$ cat src/rtl/temporizador_pkg.sv
// Shared types and default constants for the temporizador timing source.
package temporizador_pkg;

    typedef enum logic {
        PARADO   = 1'b0,
        CONTANDO = 1'b1
    } estado_t;

    localparam int unsigned DIV_DEFAULT        = 50000000;
    localparam int unsigned LONG_COUNT_DEFAULT = 15;

endpackage

$ cat src/rtl/divisor_clk.sv
// Prescaler: counts 0..DIV-1 while en is high; clr clears it synchronously.
module divisor_clk
    import temporizador_pkg::*;
#(
    parameter int unsigned DIV = DIV_DEFAULT
) (
    input  logic clk,
    input  logic reset,
    input  logic en,
    input  logic clr,
    output logic tick
);

    localparam int unsigned      CNT_W = $clog2(DIV);
    localparam logic [CNT_W-1:0] LAST  = CNT_W'(DIV - 1);

    logic [CNT_W-1:0] cnt_q, cnt_d;

    // tick flags the wrap happening on this edge; the caller registers it so
    // that dependent counters can advance on the very same edge.
    always_comb begin
        cnt_d = cnt_q;
        tick  = 1'b0;
        if (clr) begin
            cnt_d = '0;
        end else if (en) begin
            if (cnt_q == LAST) begin
                cnt_d = '0;
                tick  = 1'b1;
            end else begin
                cnt_d = cnt_q + CNT_W'(1);
            end
        end
    end

    always_ff @(posedge clk or negedge reset) begin
        if (!reset) begin
            cnt_q <= '0;
        end else begin
            cnt_q <= cnt_d;
        end
    end

endmodule

$ cat src/rtl/temporizador.sv
// Dwell timer: sinal every DIV running cycles, sinal15 every LONG_COUNT sinals.
// Optional macro TEMPORIZADOR_ONESHOT_EN: sinal15 fires once, segundos saturates.
module temporizador
    import temporizador_pkg::*;
#(
    parameter int unsigned DIV        = DIV_DEFAULT,
    parameter int unsigned LONG_COUNT = LONG_COUNT_DEFAULT,
    parameter int unsigned SEC_W      = $clog2(LONG_COUNT)
) (
    input  logic             clk,
    input  logic             reset,
    input  logic             enable,
    input  logic             restart,
    output logic             sinal,
    output logic             sinal15,
    output logic [SEC_W-1:0] segundos,
    output logic             ativo
);

    localparam logic [SEC_W-1:0] SEG_LAST = SEC_W'(LONG_COUNT - 1);

    estado_t          estado_q, estado_d;
    logic             tick;
    logic             conta;
    logic             sinal_q, sinal_d;
    logic             sinal15_q, sinal15_d;
    logic [SEC_W-1:0] seg_q, seg_d;
`ifdef TEMPORIZADOR_ONESHOT_EN
    logic             disparado_q, disparado_d;
`endif

    // Dropping enable on a tick edge suppresses the tick and freezes the counts.
    assign conta = (estado_q == CONTANDO) && enable;

    divisor_clk #(
        .DIV(DIV)
    ) u_divisor (
        .clk  (clk),
        .reset(reset),
        .en   (conta),
        .clr  (restart),
        .tick (tick)
    );

    always_comb begin
        estado_d = estado_q;
        case (estado_q)
            PARADO:   if (enable)  estado_d = CONTANDO;
            CONTANDO: if (!enable) estado_d = PARADO;
            default:  estado_d = PARADO;
        endcase
    end

    always_comb begin
        seg_d     = seg_q;
        sinal_d   = tick;
        sinal15_d = 1'b0;
`ifdef TEMPORIZADOR_ONESHOT_EN
        disparado_d = disparado_q;
`endif
        if (restart) begin
            seg_d = '0;
`ifdef TEMPORIZADOR_ONESHOT_EN
            disparado_d = 1'b0;
`endif
        end else if (tick) begin
            if (seg_q == SEG_LAST) begin
`ifdef TEMPORIZADOR_ONESHOT_EN
                if (!disparado_q) begin
                    sinal15_d   = 1'b1;
                    disparado_d = 1'b1;
                end
`else
                seg_d     = '0;
                sinal15_d = 1'b1;
`endif
            end else begin
                seg_d = seg_q + SEC_W'(1);
            end
        end
    end

    always_ff @(posedge clk or negedge reset) begin
        if (!reset) begin
            estado_q  <= PARADO;
            seg_q     <= '0;
            sinal_q   <= 1'b0;
            sinal15_q <= 1'b0;
`ifdef TEMPORIZADOR_ONESHOT_EN
            disparado_q <= 1'b0;
`endif
        end else begin
            estado_q  <= estado_d;
            seg_q     <= seg_d;
            sinal_q   <= sinal_d;
            sinal15_q <= sinal15_d;
`ifdef TEMPORIZADOR_ONESHOT_EN
            disparado_q <= disparado_d;
`endif
        end
    end

    assign sinal    = sinal_q;
    assign sinal15  = sinal15_q;
    assign segundos = seg_q;
    assign ativo    = (estado_q == CONTANDO);

endmodule

$ cat config.mk
export PLATFORM = sky130hd
export DESIGN_NAME = temporizador
export DESIGN_NICKNAME = d
export VERILOG_FILES = /design/src/rtl/temporizador_pkg.sv /design/src/rtl/divisor_clk.sv /design/src/rtl/temporizador.sv
export SDC_FILE = /design/constraint.sdc
export NUM_CORES = 1
export LEC_CHECK = 0
export ABC_CLOCK_PERIOD_IN_PS = 2400
export CORE_ASPECT_RATIO = 0.7
export CORE_UTILIZATION = 58
export DETAILED_ROUTE_END_ITERATION = 7
export PLACE_DENSITY_LB_ADDON = 0.25
export RECOVER_POWER = 50
export SLEW_MARGIN = 10
export SYNTH_ARGS = -nofsm -noshare
export SYNTH_HDL_FRONTEND = slang
export SYNTH_SLANG_ARGS = --single-unit
$ cat constraint.sdc
create_clock -name clk -period 2.4 [get_ports clk]
set_input_delay 0.48 -clock clk [delete_from_list [all_inputs] [get_ports clk]]
set_output_delay 0.48 -clock clk [all_outputs]
set_load 0.03 [all_outputs]
# == After elaboration in Yosys (flattened, before gate mapping) ==
# Cells that the tools add are included.
# classes
n_bitwise,0
n_lt_le_gt_ge,0
muxes,13
mul,0
eq_ne,2
add_sub_neg,2
n_reduce_logical,3
n_div,0
shift,0
# ops
op,n
$mux W26,3
$add A26 B1 Y26 const B,1
$eq A26 B26 Y1 const B,1
$mux W4,3
$mux W1,7
$add A4 B1 Y4 const B,1
$eq A4 B4 Y1 const B,1
$reduce_bool A2 Y1,2
$logic_and A1 B1 Y1,1
# word_totals
latch_bits,0
memories,0
input_bits,4
ram_bits,0
word_cells,25
register_bits,33
out_inout_bits,7
mem_bits_ro,0

# == Longest topological paths before layout ==
# Gate-level depths: netlist of run 1.
# depth
depth_word,6
mapped_depth,7
mapped_depth_nobuf,6

# == Hierarchy ==
# Synthesis of run 1 repeated with hierarchy kept, for this count alone.
# unflattened
cells_unflattened,187
area_unflattened_um2,1764.2
# by_module_without_submodules
module,cells_per_inst,area_per_inst_um2,seq_area_each_um2,n_inst
divisor_clk,158,1453.9,650.6,1
temporizador,29,310.3,175.2,1

# == Least setup slack after synthesis of run 1 ==
# No wires, ideal clock.
# synth_path
path_type,register to register
start,reg u_divisor.cnt_q[0]
end,reg u_divisor.cnt_q[19]
t_arrival_ns,1.614
setup_slack_ns,0.704
stages_incl_launch_ff,8
setup_ns,0.082
path_cell_list,dfrtp_1 -> ha_1 -> nand2_1 -> nor3_4 -> a21boi_1 -> buf_2 -> a31oi_1 -> a31oi_1
# synth_between
elab_chain_cells,4
# synth_lines
item,line_no,text
"start, declared",divisor_clk.sv:17,"logic [CNT_W-1:0] cnt_q, cnt_d;"
"start signal, assigned",divisor_clk.sv:40,cnt_q <= cnt_d;
$add A26 B1 Y26 / $eq A26 B26 Y1 (equally long branches),"divisor_clk.sv:31, divisor_clk.sv:27",
$mux W26 *,divisor_clk.sv:27,if (cnt_q == LAST) begin
$mux W26 *,divisor_clk.sv:26,end else if (en) begin
$mux W26 *,divisor_clk.sv:24,if (clr) begin
# Mark *: on every way between the ends. The rest lies on a longest branch, timed or not. The select of a mux whose other input is x is not followed.
# A chain may end at the register's enable or synchronous reset.

# == Final worst setup path of run 1 ==
# layout_path
start,reg u_divisor.cnt_q[0]
end,"reg seg_q[2], in the netlist segundos[2]"
# layout_between
elab_chain_cells,5
# layout_lines
item,line_no,text
$eq A26 B26 Y1,divisor_clk.sv:27,
$mux W1,divisor_clk.sv:27,
$mux W1,divisor_clk.sv:26,
$mux W1,divisor_clk.sv:24,
$reduce_bool A2 Y1 (no source line),--,
"end signal, assigned",temporizador.sv:94,seg_q <= seg_d;
"end, declared",temporizador.sv:27,"logic [SEC_W-1:0] seg_q, seg_d;"
# Every way passes these cells.

==> impl_metrics.py, run 1 <==
metrics = {
    "finish": {
        "nFillCells": 218,
        "final_cell_mix": "33 x dfrtp_1, 24 x nor2_1, 15 x nand2_1, 12 x nand3_1",
        "antenna_cells": 0,
        "drive_gt1_share_pct": 10.3,
        "final_common_cell": "dfrtp_1",
        "syn2layout_area_growth_pct": 12.5,
        "layoutNonFillerInstCount": 240,
        "final_nets": 210,
    },
    "clocking": {
        "cts_root_buf": "clkbuf_8",
        "clk_pin_slew_worst_paths_ns": 0.06,
        "clock_latency_ns": 0.28,
        "cts_hold_buf": 0,
        "clkSinkCount": 33,
        "cts_setup_buffers": 0,
        "htree_levels": 2,
        "numCtsBuffers": 5,
        "cts_resized": 0,
        "cts_tree": "yes",
        "clock_path_buffers": 2,
    },
    "sta": {
        "hold_viol": 0,
        "clock_skew_ns": 0.00448,
        "finalCritPeriodShare_pct": 80.8,
        "slew_headroom_pct": 46.5,
        "slew_violations": 0,
        "grt_setup_unrepaired": "no",
        "tightest_slew_ns": 0.802,
        "fmax_mhz": 516,
        "finalSetupTns_ns": 0,
        "min_period_ns": 1.94,
        "setup_violations": 0,
    },
    "synthesis": {
        "synthFlopType": "dfrtp_1",
        "synthArstFlopShare_pct": 100,
        "syn-num-nets": 194,
        "yosysUniqueCellTypes": 40,
        "yosysTopAreaCell": "dfrtp_1",
        "synth_top_area_share_pct": 45.0,
        "syn_area_per_cell_um2": 9.82,
        "synth_area_leaders": "dfrtp_1 45%, nor2_1 4.9%, xor2_1 3.8%",
        "yosysWarnings": 0,
        "netlist_instances": 187,
        "syn-cell-area_um2": 1840,
        "synth-edff-count": 0,
        "ys_ff_latch": 33,
        "yosysSeqAreaShare_pct": 45.0,
    },
    "global_route": {
        "grt_max_degree": 34,
        "grt_pass1_vias": 1411,
        "met3_usage_pct": 8.47,
        "grt-ovfl-total": 0,
        "met1_usage_pct": 33.8,
        "grt_use_total_pct": 25.4,
        "grt_busiest_layer": "met2",
        "antenna_found_initial": 0,
        "grt_pass1_wl_um": 6530,
        "gr-usage-met2_pct": 39.3,
    },
    "worst_setup_path": {
        "crit_slowest_cell": "dfrtp_1",
        "path_class": "reg -> reg",
        "crit_chain": "ha_1 -> nand2_1 -> nor3_4 -> nand3_4 -> or3b_1 -> a21oi_1",
        "start_kind": "register",
        "critPathMaxStageDelay_ns": 0.41,
        "path_max_fanout": 9,
        "crit_family": "simple AND/OR/NAND/NOR gates",
        "cp.required_ns": 2.61,
        "cp-end-kind": "register",
        "cp.arrival_ns": 2.15,
        "cp.buffers_inverters": 0,
    },
    "die": {
        "die_area_um2": 3400,
        "rows": 16,
        "start_util_pct": 63.2,
        "die_w_um": 69.2,
        "core_um2": 2900,
        "dieHeight_um": 49.1,
        "io_pins": 11,
    },
    "placed_design": {
        "gp_congestion": 0.833,
        "place_inst": 232,
        "port-buffer-count": 10,
        "hpwl_um": 2760,
    },
    "power": {
        "power_density_nw_per_um2": 489,
        "peakVddDrop_uv": 405,
        "power_leakage_nw": 0.915,
    },
    "hold_path": {
        "hold_path_class": "reg -> reg",
    },
    "routing": {
        "drc": 0,
        "wl_um": 3850,
        "drt-vias-per-instance": 6.08,
        "wl_per_cell_um": 16.1,
        "ant_nets": 0,
        "first_pass_iters": 4,
        "vias": 1458,
        "drt_iter0_markers": 50,
    },
    "job": {
        "max_cap_violations": 0,
    },
    "status": {
        "status": "completed",
    },
}
[path summary, 6_finish.rpt]
check	slack, ns	from	depth (start not counted)	to
max	0.46	u_divisor.cnt_q[0]$_DFFE_PN0P_	6	segundos[2]$_DFFE_PN0P_
min	0.49	u_divisor.cnt_q[22]$_DFFE_PN0P_	1	u_divisor.cnt_q[22]$_DFFE_PN0P_
max reg2reg	0.46	u_divisor.cnt_q[0]$_DFFE_PN0P_	6	segundos[2]$_DFFE_PN0P_
min reg2reg	0.49	u_divisor.cnt_q[22]$_DFFE_PN0P_	1	u_divisor.cnt_q[22]$_DFFE_PN0P_
max in group asynchronous	1.09	reset	2	u_divisor.cnt_q[2]$_DFFE_PN0P_
min in group asynchronous	0.81	reset	2	u_divisor.cnt_q[17]$_DFFE_PN0P_
[registers in the layout (all words and copies together) (netlist names)]
register	cells
ativo	1
segundos	4
sinal	1
sinal15	1
u_divisor.cnt_q	26
[cells in the mapped netlist (2+ instances only)]
cell type / instances
dfrtp_1: 33
nor2_1: 24
nand2_1: 15
nand3_1: 12
a21oi_1: 9
and3_1: 9
xor2_1: 8
a31oi_1: 7
nand4_1: 7
xnor2_1: 7
o21ai_0: 6
and2_1: 4
nor3_1: 4
or3_1: 4
ha_1: 3
nor2b_1: 3
a32o_1: 2
buf_2: 2
clkbuf_1: 2
inv_1: 2
nand2b_1: 2
nand4_4: 2
nor3_4: 2
nor4_4: 2
[stage by stage]
step                hold slack, ns  util [%]  total power (W)  instance area, um^2  setup WS [ns]
CTS                          0.494      71.3          0.00102                 2070          0.470
global route                 0.521      71.2          0.00105                 2070          0.322
detailed placement           0.487      68.5         0.000628                 1990          0.244
floorplan                    0.184         -         0.000598                 1840          0.704
finish                       0.493      71.2          0.00101                 2070          0.462
global placement             0.487      68.5         0.000625                 1990          0.336
[power breakdown]
group | internal [W] | switching (W)
clock network | 0.000206 | 0.000188
logic | 0.0000160 | 0.0000372
registers | 0.000559 | 0.00000373
total | 0.000781 | 0.000229
[cell families (layout without fill, tap and decap cells)]
logic type      Yosys count  in the layout  synth area share, %
simple gates            100            100                 34.3
xor+xnor                 15             15                 7.16
flops                    33             33                 45.0
fa+ha+maj                 3              3                 2.05
mux                       1              1                0.545
buf+inv                   7             24                 1.64
compound gates           28             28                 9.34
[per-layer routing]
layer	up-vias	wire [um]	part of all wire, %
li1	708	-	-
met1	709	1880	49
met2	34	1780	46
met3	7	135	3.5
met4	0	51	1.3
met5	-	0	0
[cell type report]
class                           instances  area, um^2  area share (%)
Clock buffer                            8        80.1            3.88
Inverter                                2        7.51           0.363
Multi-Input combinational cell        147         980            47.4
Sequential cell                        33         826            40.0
Tap cell                               36        45.0            2.18
Timing Repair Buffer                   14         128            6.18
(Power assumes the default switching activity.)
==> run 2, diff against run 1 <==
--- a/config.mk
+++ b/config.mk
@@ -5,7 +5,7 @@
 export SDC_FILE = /design/constraint.sdc
 export NUM_CORES = 1
 export LEC_CHECK = 0
-export ABC_CLOCK_PERIOD_IN_PS = 2400
+export ABC_CLOCK_PERIOD_IN_PS = 1950
 export CORE_ASPECT_RATIO = 0.7
 export CORE_UTILIZATION = 58
 export DETAILED_ROUTE_END_ITERATION = 7
==> constraint.sdc (replaced) <==
create_clock -name clk -period 1.95 [get_ports clk]
set_input_delay 0.39 -clock clk [delete_from_list [all_inputs] [get_ports clk]]
set_output_delay 0.39 -clock clk [all_outputs]
set_load 0.03 [all_outputs]
==> run 2 against run 1 <==
  * Worst hold slack improved by 0.032 ns
  * First-iteration DRC count rose by 26%
  * Clock power rose by 43%
  * Final area rose by 5.8%
  * Clock-buffer cell count fell by 1
  * Largest power group unchanged
  * Highest routed layer unchanged
==> impl_metrics.py, run 2 (synthesized netlist as in run 1, its figures left out) <==
metrics = {
    "status": {
        "status": "completed",
    },
    "routing": {
        "first_pass_iters": 4,
        "wl_per_cell_um": 15.9,
        "wl_um": 3980,
        "drt-vias-per-instance": 6.08,
        "vias": 1525,
        "drc": 0,
        "ant_nets": 0,
        "drt_iter0_markers": 63,
    },
    "die": {
        "die_area_um2": 3400,
        "dieHeight_um": 49.1,
        "core_um2": 2900,
        "start_util_pct": 63.2,
        "rows": 16,
        "io_pins": 11,
        "die_w_um": 69.2,
    },
    "sta": {
        "finalSetupTns_ns": 0,
        "slew_headroom_pct": 46.6,
        "hold_viol": 0,
        "setup_violations": 0,
        "slew_violations": 0,
        "fmax_mhz": 552,
        "clock_skew_ns": 0.00962,
        "grt_setup_unrepaired": "no",
        "min_period_ns": 1.81,
        "finalCritPeriodShare_pct": 93.0,
        "tightest_slew_ns": 0.801,
    },
    "finish": {
        "final_nets": 221,
        "multiInputGateArea_um2": 987,
        "final_common_cell": "dfrtp_1",
        "drive_gt1_share_pct": 16.7,
        "nFillCells": 207,
        "fin_util_pct": 75.3,
        "fin_area_um2": 2190,
        "syn2layout_area_growth_pct": 19.1,
        "regArea_um2": 826,
        "largest_reg_flops": 26,
        "final_cell_mix": "33 x dfrtp_1, 24 x nor2_1, 15 x nand2_1, 12 x nand3_1, 12 x buf_4",
        "layoutNonFillerInstCount": 251,
        "antenna_cells": 0,
        "top_register": "u_divisor.cnt_q",
    },
    "worst_setup_path": {
        "path_max_fanout": 6,
        "startpoint": "segundos[0]$_DFFE_PN0P_",
        "path_class": "reg -> out",
        "start_kind": "register",
        "r2r-start": "u_divisor.cnt_q[1]$_DFFE_PN0P_",
        "cp.required_ns": 1.56,
        "critPathMaxStageDelay_ns": 0.71,
        "crit_chain": "clkdlybuf4s50_1",
        "cp-end-kind": "primary output",
        "cp.arrival_ns": 1.42,
        "crit_family": "buffers and inverters",
        "cp.buffers_inverters": 1,
        "crit_slowest_cell": "clkdlybuf4s50_1",
    },
    "global_route": {
        "grt_max_degree": 34,
        "antenna_found_initial": 0,
        "grt-ovfl-total": 0,
        "grt_pass1_vias": 1532,
        "grt_use_total_pct": 25.8,
        "grt_pass1_wl_um": 6900,
    },
    "hold_path": {
        "hold_path_class": "reg -> reg",
        "hp-start": "u_divisor.cnt_q[22]$_DFFE_PN0P_",
    },
    "clocking": {
        "clkSinkCount": 33,
        "numCtsBuffers": 5,
        "htree_levels": 2,
        "cts_root_buf": "clkbuf_8",
        "clk_pin_slew_worst_paths_ns": 0.07,
        "clock_latency_ns": 0.29,
        "clock_path_buffers": 2,
        "cts_tree": "yes",
    },
    "placed_design": {
        "place_area_um2": 2060,
        "gp_congestion": 0.845,
        "port-buffer-count": 10,
        "place_inst": 240,
        "hpwl_um": 2860,
    },
    "power": {
        "peakVddDrop_uv": 469,
        "totalPowerFinal_w": 0.00133,
        "power_leakage_nw": 0.983,
        "power_density_nw_per_um2": 610,
    },
    "job": {
        "max_cap_violations": 0,
    },
}
## run 2: cell type report
type	count	area share, %
Tap cell	36	2.06
Multi-Input combinational cell	147	45.2
Clock buffer	7	4.41
Inverter	2	0.343
Clock inverter	1	0.229
Sequential cell	33	37.8
Timing Repair Buffer	25	10.0
## run 2: final timing paths
path | to | slack [ns] | depth (start not counted)
setup / recovery | segundos[0] | 0.14 | 1
setup reg to reg | u_divisor.cnt_q[20]$_DFFE_PN0P_ | 0.14 | 6
hold reg to reg | u_divisor.cnt_q[22]$_DFFE_PN0P_ | 0.53 | 1
max in group asynchronous | u_divisor.cnt_q[13]$_DFFE_PN0P_ | 0.72 | 2
hold / removal | u_divisor.cnt_q[22]$_DFFE_PN0P_ | 0.53 | 1
min in group asynchronous | u_divisor.cnt_q[17]$_DFFE_PN0P_ | 0.71 | 2
## run 2: what timing repair did
item | 4_1_cts | 5_1_grt
resized for setup | 0 | 2
buffers inserted | 0 | 3
endpoints found under the setup margin | 0 | 8
hold buffers | 0 | 0
## run 2: routing by layer
layer | vias up | track usage [%] | wire length (um)
met5 | - | 0 | 0
met4 | 0 | 5.78 | 27
met3 | 4 | 6.61 | 162
met2 | 38 | 41.9 | 1890
met1 | 758 | 35.1 | 1900
li1 | 725 | - | -
## run 2: metrics by stage
| step | worst slack, ns | hold WS (ns) |
|---|---|---|
| 6_report | 0.137 | 0.526 |
| 5_1_grt | 0.0116 | 0.541 |
| 4_1_cts | 0.0336 | 0.510 |
| 3_5_place_dp | 0.0448 | 0.524 |
| 3_3_place_gp | 0.0792 | 0.483 |
| 2_1_floorplan | 0.254 | 0.0944 |
## run 2: where the power goes
group | internal, W | switching, W
Combinational | 0.0000304 | 0.0000493
Sequential | 0.000688 | 0.00000311
Clock | 0.000319 | 0.000244
==> run 3, diff against run 2 <==
--- a/config.mk
+++ b/config.mk
@@ -5,7 +5,7 @@
 export SDC_FILE = /design/constraint.sdc
 export NUM_CORES = 1
 export LEC_CHECK = 0
-export ABC_CLOCK_PERIOD_IN_PS = 1950
+export ABC_CLOCK_PERIOD_IN_PS = 1920
 export CORE_ASPECT_RATIO = 0.7
 export CORE_UTILIZATION = 58
 export DETAILED_ROUTE_END_ITERATION = 7
@@ -14,4 +14,5 @@
 export SLEW_MARGIN = 10
 export SYNTH_ARGS = -nofsm -noshare
 export SYNTH_HDL_FRONTEND = slang
+export SYNTH_HIERARCHICAL = 1
 export SYNTH_SLANG_ARGS = --single-unit
==> constraint.sdc (replaced) <==
create_clock -name clk -period 1.92 [get_ports clk]
set_input_delay 0.384 -clock clk [delete_from_list [all_inputs] [get_ports clk]]
set_output_delay 0.384 -clock clk [all_outputs]
set_load 0.03 [all_outputs]
==> run 3 against run 2 <==
  * The flow now finishes with violations (negative setup slack)
  * Critical path type is now reg -> reg
  * First-iteration DRC count rose to 4.5 times the previous value
  * Clock-buffer cell count fell by 1
  * Combinational power up 3.5%
  * Largest power group unchanged
  * Area after synthesis down 3.9%
  * Routed wire length grew 45%
  * Clock skew shrank 0.0031 ns
  * Synthesized cell count unchanged
==> impl_metrics.py, run 3 <==
metrics = {
    "placed_design": {
        "hpwl_um": 3210,
        "preCtsSetupSlack_ns": -0.414,
        "port-buffer-count": 10,
        "gp_congestion": 0.824,
        "place_inst": 260,
    },
    "power": {
        "swShare_pct": 24.2,
        "power_frac_seq_pct": 54.4,
        "p_int_w": 0.000979,
        "totalPowerFinal_w": 0.00129,
        "comb_power_share_pct": 6.4,
        "power_leakage_nw": 0.950,
        "power_density_nw_per_um2": 534,
        "switching_power_w": 0.000312,
        "power.share.clock_pct": 39.2,
        "peakVddDrop_uv": 548,
    },
    "sta": {
        "clock_skew_ns": 0.00652,
        "hold_viol": 0,
        "slew_headroom_pct": 45.2,
        "tightest_slew_ns": 0.822,
        "setup_violations": 10,
        "min_period_ns": 2.05,
        "grt_setup_unrepaired": "yes",
        "finalCritPeriodShare_pct": 107,
        "layout_setup_ws_ns": -0.128,
        "fin_hold_ws_ns": 0.394,
        "fmax_mhz": 488,
        "slew_violations": 0,
    },
    "synthesis": {
        "syn_area_per_cell_um2": 9.43,
        "synth-edff-count": 0,
        "syn-num-nets": 194,
        "yosysMostFrequentCell": "dfrtp_1",
        "netlist_instances": 187,
        "synthFlopType": "dfrtp_1",
        "synth_common_cells": "33 x dfrtp_1, 21 x a21oi_1, 13 x nand2_1",
        "syn-cell-area_um2": 1760,
        "yosysUniqueCellTypes": 35,
        "synthArstFlopShare_pct": 100,
        "yosysSeqAreaShare_pct": 46.8,
        "synth_area_leaders": "dfrtp_1 47%, a21oi_1 6.0%, o31ai_1 4.3%",
        "yosysTopAreaCell": "dfrtp_1",
        "yosysWarnings": 6,
        "ys_ff_latch": 33,
        "synth_top_area_share_pct": 46.8,
    },
    "routing": {
        "drt-vias-per-instance": 6.87,
        "first_pass_iters": 5,
        "ant_nets": 0,
        "drc": 0,
        "wl_um": 5750,
        "wl_per_cell_um": 20.8,
        "vias": 1903,
        "drt_iter0_markers": 283,
    },
    "global_route": {
        "grt-ovfl-total": 0,
        "grt_use_total_pct": 37.9,
        "grt_pass1_vias": 1692,
        "antenna_found_initial": 0,
        "grt_pass1_wl_um": 8570,
        "grt_max_degree": 34,
    },
    "clocking": {
        "cts_hold_buf": 0,
        "clock_path_buffers": 2,
        "clock_latency_ns": 0.29,
        "numCtsBuffers": 5,
        "clkSinkCount": 33,
        "htree_levels": 2,
        "clk_pin_slew_worst_paths_ns": 0.07,
        "cts_tree": "yes",
        "cts_root_buf": "clkbuf_8",
    },
    "finish": {
        "final_nets": 247,
        "final_common_cell": "buf_4",
        "final_cell_mix": "36 x buf_4, 30 x dfrtp_1, 14 x a21oi_1, 13 x nand2_1",
        "antenna_cells": 0,
        "fin_util_pct": 85.0,
        "syn2layout_area_growth_pct": 37.0,
        "drive_gt1_share_pct": 32.0,
        "layoutNonFillerInstCount": 277,
        "largest_reg_flops": 26,
        "top_register": "u_divisor/cnt_q",
    },
    "worst_setup_path": {
        "startpoint": "u_divisor/cnt_q[1]$_DFFE_PN0P_",
        "cp.arrival_ns": 2.25,
        "cp-end-kind": "register",
        "r2r-start": "u_divisor/cnt_q[1]$_DFFE_PN0P_",
        "path_max_fanout": 10,
        "path_class": "reg -> reg",
        "cp.required_ns": 2.13,
        "start_kind": "register",
    },
    "job": {
        "max_cap_violations": 0,
    },
    "status": {
        "violations": "negative setup slack",
        "status": "complete, but fails checks",
    },
    "die": {
        "die_w_um": 67.9,
        "die_area_um2": 3270,
        "start_util_pct": 62.1,
        "dieHeight_um": 48.1,
        "rows": 16,
        "core_um2": 2840,
        "io_pins": 11,
    },
    "hold_path": {
        "hp-start": "enable",
        "hold_path_class": "in -> reg",
    },
}
## run 3: cell types whose count changed after synthesis, sizes merged, moves of 3 or more
cell / change
a21oi: +11
a31oi: -7
and3: -8
and4: +3
inv: +4
nand3: -7
nor2: -13
nor3: -3
o2111ai: +3
o21ai: +6
o31ai: +11
or3: +4
or4: +9
xor2: -6
## run 3: logic make-up after synthesis
logic type,Yosys count,synth area share [%]
flops,33,46.8
simple gates,84,28.4
compound gates,48,16.2
fa+ha+maj,3,2.13
buf+inv,12,2.91
xor+xnor,7,3.48
## run 3: worst paths after layout
path                       slack, ns  cells past startpoint                               to
max in group asynchronous       0.64                      2                  ativo$_DFF_PN0_
hold / removal                  0.39                      1                  ativo$_DFF_PN0_
setup reg to reg               -0.13                      6  u_divisor/cnt_q[20]$_DFFE_PN0P_
hold reg to reg                 0.59                      2  u_divisor/cnt_q[25]$_DFFE_PN0P_
setup / recovery               -0.13                      6  u_divisor/cnt_q[20]$_DFFE_PN0P_
min in group asynchronous       0.71                      2   u_divisor/cnt_q[8]$_DFFE_PN0P_
## run 3: repair_timing
item,in CTS,in global routing
pin swaps,16,1
setup endpoints to repair,14,26
gates cloned,1,0
gates resized for setup,17,10
hold endpoints to repair,0,0
buffers inserted,6,2
## run 3: power groups by stage
stage	sequential (W)	combinational [W]	clock, W
finish	0.000702	0.0000825	0.000507
CTS	0.000701	0.0000786	0.000516
floorplan	0.000718	0.0000259	0
detailed placement	0.000714	0.0000755	0
global placement	0.000713	0.0000736	0
global route	0.000702	0.0000885	0.000547
## run 3: layout make-up
class                   instances  area, um^2
clock buffers                   6        72.6
clock inverters                 2        10.0
multi-input cells             143        1020
repair buffers                 51         418
inverters                       6        22.5
flip-flops and latches         33         830
fillers                       131         427
well taps                      36        45.0
## run 3: stage by stage
step	setup TNS [ns]	area [um^2]
floorplan	-0.170	1840
global placement	-5.13	2180
detailed placement	-6.01	2180
CTS	-0.0204	2370
global route	-1.24	2420
finish	-0.452	2420
## run 3: routing by layer
metal  routed length [um]  GRT usage [%]  share of wire [%]
met5                    0              0                  0
met4                  204           22.1                3.5
met1                 2430           48.5                 42
met3                  553           10.7                9.6
met2                 2560           58.6                 45
## run 3: critical path: stages (launching register included)
cell	delay (ns)
dfrtp_1	0.40
ha_4	0.17
buf_4	0.12
o2111ai_2	0.15
or3_4	0.43
or4_1	0.50
a21oi_1	0.20
